==> src/rtl/mii_pkg.sv <==
// Shared definitions for the MII transmit path: FSM states and default gap length.
package mii_pkg;

    typedef enum logic [1:0] {
        IDLE     = 2'd0,
        PREFETCH = 2'd1,
        SEND     = 2'd2,
        GAP      = 2'd3
    } tx_state_e;

    localparam int MII_MIN_GAP = 32;

endpackage

==> src/rtl/mii_frame_buf.sv <==
// Frame body buffer: 1R1W byte RAM, registered read, read-first on address collision.
module mii_frame_buf #(
    parameter int DEPTH = 128,
    parameter int AW    = $clog2(DEPTH)
) (
    input  logic          clk,
    input  logic          wr_en,
    input  logic [AW-1:0] wr_addr,
    input  logic [7:0]    wr_data,
    input  logic          rd_en,
    input  logic [AW-1:0] rd_addr,
    output logic [7:0]    rd_data
);

    (* ram_style = "block" *) logic [7:0] mem [DEPTH];

    // Both in one process so a same-address read sees the pre-write contents.
    always_ff @(posedge clk) begin
        if (wr_en) mem[wr_addr] <= wr_data;
        if (rd_en) rd_data <= mem[rd_addr];
    end

endmodule

==> src/rtl/mii_frame_gen.sv <==
// Streams a buffered frame body to mii_frame as low-nibble-first MII nibbles,
// single-shot or periodic, with an enforced inter-frame gap and a frame counter.
module mii_frame_gen
    import mii_pkg::*;
#(
    parameter int MEM_BYTES = 128,
    parameter int AW        = $clog2(MEM_BYTES),
    parameter int LEN_W     = AW + 1,
    parameter int PER_W     = 20,
    parameter int MIN_GAP   = MII_MIN_GAP
) (
    input  logic             clk,
    input  logic             rst_n,
    input  logic             wr_en,
    input  logic [AW-1:0]    wr_addr,
    input  logic [7:0]       wr_data,
    input  logic             start,
    input  logic [LEN_W-1:0] len,
    input  logic             repeat_en,
    input  logic [PER_W-1:0] period,
    output logic             busy,
    output logic [3:0]       txd,
    output logic             txdv,
    output logic             frame_done,
    output logic [15:0]      frames_sent
);

    tx_state_e          state, state_nx;
    logic [LEN_W-1:0]   len_q;
    logic [PER_W-1:0]   period_q;
    logic               rep_q;
    logic [LEN_W-1:0]   nib_idx;
    logic [PER_W-1:0]   gap_cnt;

    logic               len_ok, start_ok, rep_active, last_nib, gap_end;
    logic [LEN_W:0]     nib_last;
    logic [31:0]        frame_cyc, per_ext, gap_target;
    logic               rd_en;
    logic [AW-1:0]      rd_addr;
    logic [7:0]         rd_data;

    mii_frame_buf #(.DEPTH(MEM_BYTES), .AW(AW)) u_buf (
        .clk     (clk),
        .wr_en   (wr_en),
        .wr_addr (wr_addr),
        .wr_data (wr_data),
        .rd_en   (rd_en),
        .rd_addr (rd_addr),
        .rd_data (rd_data)
    );

    assign len_ok     = (len != '0) && (len <= LEN_W'(MEM_BYTES));
    assign rep_active = rep_q & repeat_en;
    assign nib_last   = {len_q, 1'b0} - (LEN_W+1)'(1);
    assign last_nib   = ({1'b0, nib_idx} == nib_last);

    // Gap is stretched so that start-to-start equals period, never below MIN_GAP.
    always_comb begin
        frame_cyc = 32'({len_q, 1'b0}) + 32'd1;
        per_ext   = 32'(period_q);
        if (rep_active && (per_ext > frame_cyc + 32'(MIN_GAP)))
            gap_target = per_ext - frame_cyc;
        else
            gap_target = 32'(MIN_GAP);
        gap_end = ((32'(gap_cnt) + 32'd1) >= gap_target);
    end

    always_ff @(posedge clk or negedge rst_n) begin
        if (!rst_n) state <= IDLE;
        else        state <= state_nx;
    end

    always_comb begin
        state_nx = state;
        start_ok = 1'b0;
        busy     = (state != IDLE);
        txdv     = (state == SEND);
        txd      = 4'h0;
        rd_en    = 1'b0;
        rd_addr  = '0;
        case (state)
            IDLE: begin
                if (start && len_ok) begin
                    start_ok = 1'b1;
                    state_nx = PREFETCH;
                end
            end
            PREFETCH: begin
                rd_en    = 1'b1;
                state_nx = SEND;
            end
            SEND: begin
                txd = nib_idx[0] ? rd_data[7:4] : rd_data[3:0];
                // Next byte is fetched under the odd nibble so the stream has no bubbles.
                rd_en   = nib_idx[0] & ~last_nib;
                rd_addr = nib_idx[AW:1] + AW'(1);
                if (last_nib) state_nx = GAP;
            end
            GAP: begin
                if (gap_end) state_nx = rep_active ? PREFETCH : IDLE;
            end
            default: state_nx = IDLE;
        endcase
    end

    always_ff @(posedge clk or negedge rst_n) begin
        if (!rst_n) begin
            len_q       <= '0;
            period_q    <= '0;
            rep_q       <= 1'b0;
            nib_idx     <= '0;
            gap_cnt     <= '0;
            frame_done  <= 1'b0;
            frames_sent <= '0;
        end else begin
            frame_done <= 1'b0;
            if (start_ok) begin
                len_q    <= len;
                period_q <= period;
                rep_q    <= repeat_en;
                nib_idx  <= '0;
            end else begin
                rep_q <= rep_q & repeat_en;
            end
            case (state)
                PREFETCH: nib_idx <= '0;
                SEND: begin
                    nib_idx <= nib_idx + LEN_W'(1);
                    if (last_nib) begin
                        frame_done  <= 1'b1;
                        frames_sent <= frames_sent + 16'd1;
                        gap_cnt     <= '0;
                    end
                end
                GAP:     gap_cnt <= gap_cnt + PER_W'(1);
                default: ;
            endcase
        end
    end

endmodule
==> config.mk <==
export PLATFORM = sky130hd
export DESIGN_NAME = mii_frame_gen
export DESIGN_NICKNAME = d
export VERILOG_FILES = /design/src/rtl/mii_pkg.sv /design/src/rtl/mii_frame_buf.sv /design/src/rtl/mii_frame_gen.sv
export SDC_FILE = /design/constraint.sdc
export NUM_CORES = 2
export LEC_CHECK = 0
export CAP_MARGIN = 20
export CORE_MARGIN = 4
export CORE_UTILIZATION = 40
export DETAILED_ROUTE_END_ITERATION = 8
export SYNTH_ARGS = -nofsm -noshare
export SYNTH_HDL_FRONTEND = slang
export SYNTH_SLANG_ARGS = --single-unit
==> constraint.sdc <==
create_clock -name clk -period 8.35 [get_ports clk]
set_input_delay 2.505 -clock clk [delete_from_list [all_inputs] [get_ports clk]]
set_output_delay 2.505 -clock clk [all_outputs]
set_load 0.005 [all_outputs]
Word-level counts from Yosys, hierarchy flattened
Memory sizes are Yosys's and may differ from the RTL's. A register that Yosys moved wholly into a read port is not among the register bits.
Index checks and enable logic that the tools add are counted.

cells by class
  $add $sub $neg = 9
  magnitude comparators = 3
  equal/unequal tests = 7
  mux-type cells = 21
  bitwise gates (word level) = 3
  reduce and logical (&&, ||, !) cells = 11

operator list
  operator               number
  $pmux 20 s2            1
  $ge 21x32->1           1
  $mux 32                1
  $add 20x1->21 const B  1
  $sub 20x10->21         1
  $add 20x1->20 const B  1
  $gt 20x11->1           1
  $mux 20                1
  $add 16x1->16 const B  1
  $pmux 8 s2             1
  $add 10x6->11 const B  1
  $add 9x1->10 const B   1
  $eq 8x9->1             1
  $sub 9x1->9 const B    1
  $add 8x1->8 const B    1
  $le 8x8->1 const B     1
  $mux 1                 8
  $mux 4                 2
  $mux 8                 1
  $pmux 2 s4             1
  $reduce_bool 8->1      1
  $add 7x1->7 const B    1
  $mux 7                 1
  $mux 2                 3
  other kinds (13)       20

word-level totals
  bits in registers = 76
  RAM bits = 1,024
  bits of input ports = 48
  output and inout port bits = 23
  word-level logic and storage cells = 63
  memories = 1

memory list
  name       words  width  read ports  clocked after Yosys merged registers in  write ports  RTL line             text
  u_buf.mem  128    8      1           1                                        1            mii_frame_buf.sv:15  (* ram_style = "block" *) logic [7:0] mem [DEPTH];

Depth between registers and ports, before layout
  word-level depth = 8
  mapped depth = 22
  mapped depth without buffers = 19

By module
Synthesis repeated with hierarchy kept, for this count alone.

second synthesis, totals
  cells, all modules = 2,201
  area total of the unflattened synthesis = 45,088.2 um^2

by module, submodules not included
  module         times used  cells an instance  area each (um^2)  seq. area each (um^2)
  mii_frame_buf  1           1,635              39,745.6          30,989.7
  mii_frame_gen  1           566                5,342.6           1,901.8

Least setup slack after synthesis
Ideal clock, no wire load.

  path kind = input to register
  from = in repeat_en
  to = reg state[1]
  setup time = 128 ps
  data arrival time = 4,678 ps
  data required time = 8,222 ps
  setup slack = 3,544 ps
  stages on the path = 13
  buffers on the path = 2
  cell sequence = o211a_1 buf_2 buf_2 nand2_1 ha_1 a21o_1 a21oi_1 o21ai_0 a221o_1 a21oi_1 a211o_1 a31oi_2 mux2_1

between the ends
  cells in the longest elaborated chain, start to end = 6

RTL lines
  item                               RTL line             text
  from (decl)                        mii_frame_gen.sv:19  input logic repeat_en,
  $and 1x1->1                        mii_frame_gen.sv:53  assign rep_active = rep_q & repeat_en;
  $logic_and 1x1->1                  mii_frame_gen.sv:61  if (rep_active && (per_ext > frame_cyc + 32'(MIN_GAP)))
  $mux 32                            mii_frame_gen.sv:61
  $ge 21x32->1                       mii_frame_gen.sv:65  gap_end = ((32'(gap_cnt) + 32'd1) >= gap_target);
  $ne 2x2->1 (no source line)        --
  $reduce_and 3->1 (no source line)  --
  to (signal assigned)               mii_frame_gen.sv:70  else state <= state_nx;
  to (decl)                          mii_frame_gen.sv:28  tx_state_e state, state_nx;

Every way passes these cells.
A chain may end at the register's enable or synchronous reset.

Worst setup path in the final report
  from = reg nib_idx[0]
  to = out txd[3]

between the ends
  cells in the longest elaborated chain, start to end = 2

RTL lines
  item                    RTL line              text
  from (decl)             mii_frame_gen.sv:32   logic [LEN_W-1:0] nib_idx;
  from (signal assigned)  mii_frame_gen.sv:128  nib_idx <= nib_idx + LEN_W'(1);
  $mux 4                  mii_frame_gen.sv:93   txd = nib_idx[0] ? rd_data[7:4] : rd_data[3:0];
  $mux 4                  mii_frame_gen.sv:81   case (state)
  to (decl)               mii_frame_gen.sv:22   output logic [3:0] txd,

Every way passes these cells.

==> summary.md <==
| Metric | Value |
|---|---|
| Final setup vio count | `0` |
| Die area | `about 120000 um^2` |
| Highest clock rate | `194 MHz` |
| Crit path largest cell delay | `approximately 760 ps` |
| Placer's final routability congestion estimate | `between 0.8 and 0.9` |
| Largest net degree at the start of global routing | `92` |
| Die X | `347 um` |
| Total Neg Setup Slack | `0 ps` |
| I/O pins | `71` |
| Via count | `roughly 28k` |
| DP Wirelength | `80700 um` |
| Min Clock Period, post-route | `about 5000 ps` |
| YS warnings | `0` |
| Clock buffer count from CTS | `~110` |
| Clock sinks | `about 1.1k` |
| Register bit total from synthesis | `approximately 1.1k` |
| WL final | `between 100000 and 150000 um` |
| Placed instance area | `roughly 48000 um^2` |
| # Max-Cap Violations | `0` |
| WP data required | `5850 ps` |
| Finished Core Util | `45.6%` |
| Number of routed nets with antenna violations | `0` |
| Crit path launch type | `flop` |
| Period utilization | `slightly above 60%` |
| First-pass GRT wire length | `193000 um` |
| Area grow syn2layout | `13.4%` |
| Setup CP Type | `flop to output port` |
| Hold_buf cts | `0` |
| Max Slew Vio Count | `0` |
| Primary FF master, synth | `edfxtp_1` |
| # rows | `around 120` |
| Part of the Yosys area used for sequential elements | `a little over 70%` |
| GRT Total Usage | `roughly 22%` |
| Status | `completed` |
| Syn nets | `3126` |
| LEAKAGE | `about 17 nW` |
| Worst-path cell chain | `mux2i_1 -> nor2_1 -> clkdlybuf4s50_1` |
| Final #Nets | `about 3.2k` |
| Core Area | `114000 um^2` |
| Synth area leaders | `edfxtp_1 67%, mux4_2 4.5%, dfrtp_1 4.1%` |
| First DRT Iteration DRCs | `3795` |
| Reg clk slew, reported paths | `approximately 60 ps` |
| Die Y | `347 um` |
| Via/cell ratio | `approximately 6` |
| Number of synthesized flops with an enable pin | `about 1.0k` |
| Pre-antenna DRT Iters | `7` |
| Synth top area share | `67.5%` |
| Share of post-route cells with drive strength above 1 | `12.6%` |
| Slowest CP cell | `dfrtp_1` |
| CTS Buffer Depth | `3` |
| DRC errors left | `0` |
| Crit-path max FO | `11` |
| Asr flop ratio synth | `approximately 6.9%` |
| Distinct cells, synth | `75` |
| Critical path arrival | `~2700 ps` |
| Worst vdd ir | `0.189 mV` |
| Clock latency on the worst-skew pair | `around 720 ps` |
| Root buf cell | `clkbuf_16` |
| Final hold viol count | `0` |
| Leading area contributor after synthesis | `edfxtp_1` |
| # H-tree levels | `3` |
| Relative slew slack | `18.4%` |
| Initial antenna violation count | `2` |
| PwrDens | `about 280 nW/um^2` |
| Unrepaired setup endpoints after global routing | `no` |
| Worst-Margin Slew | `roughly 1200 ps` |
| WL/cell | `28.4 um` |
| I/O Buffers | `70` |
| TritonCTS clock tree | `built` |
| Setup crit end kind | `output port` |
| Syn_area_per_cell | `about 15 um^2` |
| Gr ovfl total | `0` |
| Fill count | `about 10k` |
| Gate count of the mapped netlist | `3030` |
| Post-CTS Resized | `0` |
| Starting density of the core | `approximately two fifths` |
| Mapped cell area | `45900 um^2` |
| Min-delay worst type | `flop to flop` |
| Setup Skew | `around 56 ps` |
| Post-CTS setup repair buffer count | `0` |
| Final Cell Area | `52100 um^2` |
| Vias in the first global route | `around 27k` |
## metrics by stage
step	worst slack (ps)	instances	power [mW]	hold WS, ps
final	3200	4694	14.5	473
after global routing	3040	4693	15.1	485
after global placement	2590	4484	9.52	463
after CTS	3120	4692	14.6	476
after detailed placement	2540	4486	9.53	469
after floorplan	3540	3030	8.36	450
## cell families after synthesis
family | after synthesis | synth area share (%)
XOR/XNOR | 70 | 1.33
adder cells (fa/ha/maj) | 48 | 1.32
flip-flops | 1108 | 71.6
multiplexers | 212 | 7.23
AO/OA/AOI/OAI | 508 | 7.95
AND/OR/NAND/NOR | 861 | 8.45
buffers and inverters | 223 | 2.10
## synthesized netlist by cell type, drive strengths merged, types with 5 or more instances
cell type / instances
a2111oi: 6
a211oi: 26
a21o: 7
a21oi: 68
a221o: 6
a221oi: 11
a22o: 8
a22oi: 7
a311oi: 34
a31oi: 37
a32oi: 13
and2: 12
and3: 24
buf: 94
clkbuf: 102
dfrtp: 76
edfxtp: 1032
ha: 47
inv: 26
mux2: 37
mux2i: 83
mux4: 92
nand2: 324
nand2b: 8
nand3: 138
nand4: 27
nor2: 195
nor2b: 33
nor3: 63
nor4: 10
o2111ai: 5
o211ai: 10
o21ai: 89
o221ai: 116
o22ai: 26
o311ai: 5
o31ai: 6
o32ai: 6
or3: 9
or4: 7
xnor2: 43
xor2: 27
## report_power, final
part	leakage [nW]	internal (mW)	switching, mW
Clock	1.81	2.94	2.14
Sequential	10.3	6.21	0.157
Combinational	4.59	1.07	2.02
## final cells by class
cell class	instances	area [um^2]	area share (%)
clock buffer	137	2940	5.64
timing repair buffer	141	1300	2.50
antenna	1	2.50	0.00480
inverter	27	104	0.199
tap	1512	1890	3.63
clock inverter	69	783	1.50
sequential	1108	32900	63.1
multi-input combinational	1699	12200	23.4
## state kept, by name (all words and copies together), names as in the netlist
register,flops
nib_idx,8
gap_cnt,20
frame_done,1
u_buf.mem,1024
frames_sent,16
period_q,20
state,2
len_q,8
rep_q,1
u_buf.rd_data,8
## worst max-delay path, delay by kind of cell, from the launching register on
kind	cells	cell delay, ps
multiplexers	1	560
buffers and inverters	1	520
AND/OR/NAND/NOR	1	100
flip-flops	1	760
## final timing paths
| check | start | endpoint | slack [ps] | cells after the start |
|---|---|---|---|---|
| hold reg to reg | frames_sent[15]$_DFFE_PN0P_ | frames_sent[15]$_DFFE_PN0P_ | 470 | 1 |
| setup / recovery | nib_idx[0]$_DFFE_PN0P_ | txd[3] | 3200 | 3 |
| hold / removal | frames_sent[15]$_DFFE_PN0P_ | frames_sent[15]$_DFFE_PN0P_ | 470 | 1 |
| min in group asynchronous | rst_n | gap_cnt[7]$_DFFE_PN0P_ | 1710 | 1 |
| max in group asynchronous | rst_n | nib_idx[1]$_DFFE_PN0P_ | 5550 | 2 |
| setup reg to reg | nib_idx[1]$_DFFE_PN0P_ | u_buf.rd_data[1]$_DFFE_PP_ | 3550 | 10 |
## placed cells by master (no fill, tap or decap), types with 24 or more instances in the layout
| master | instances |
|---|---|
| nand2_1 | 321 |
| mux2i_1 | 81 |
| nand3_1 | 137 |
| xnor2_1 | 40 |
| mux4_2 | 92 |
| nor2b_1 | 32 |
| nor3_1 | 62 |
| o221ai_1 | 116 |
| a311oi_1 | 34 |
| inv_1 | 25 |
| ha_1 | 45 |
| edfxtp_1 | 1032 |
| clkinv_2 | 25 |
| a211oi_1 | 26 |
| nand4_1 | 27 |
| a31oi_1 | 36 |
| and3_1 | 24 |
| o22ai_1 | 26 |
| clkdlybuf4s50_1 | 61 |
| dfrtp_1 | 75 |
| xor2_1 | 26 |
| mux2_2 | 36 |
| a21oi_1 | 67 |
| nor2_1 | 193 |
| o21ai_0 | 88 |
| clkbuf_16 | 113 |
| buf_4 | 72 |
## per-layer routing
metal	global-route usage (%)	share of wire [%]	vias up
met5	0	0	-
met4	7.39	3.8	0
met3	5.85	11	271
met2	32.2	44	1489
met1	30.8	41	14350
li1	-	-	12060
Note: power is estimated with default switching activity, not from simulation.
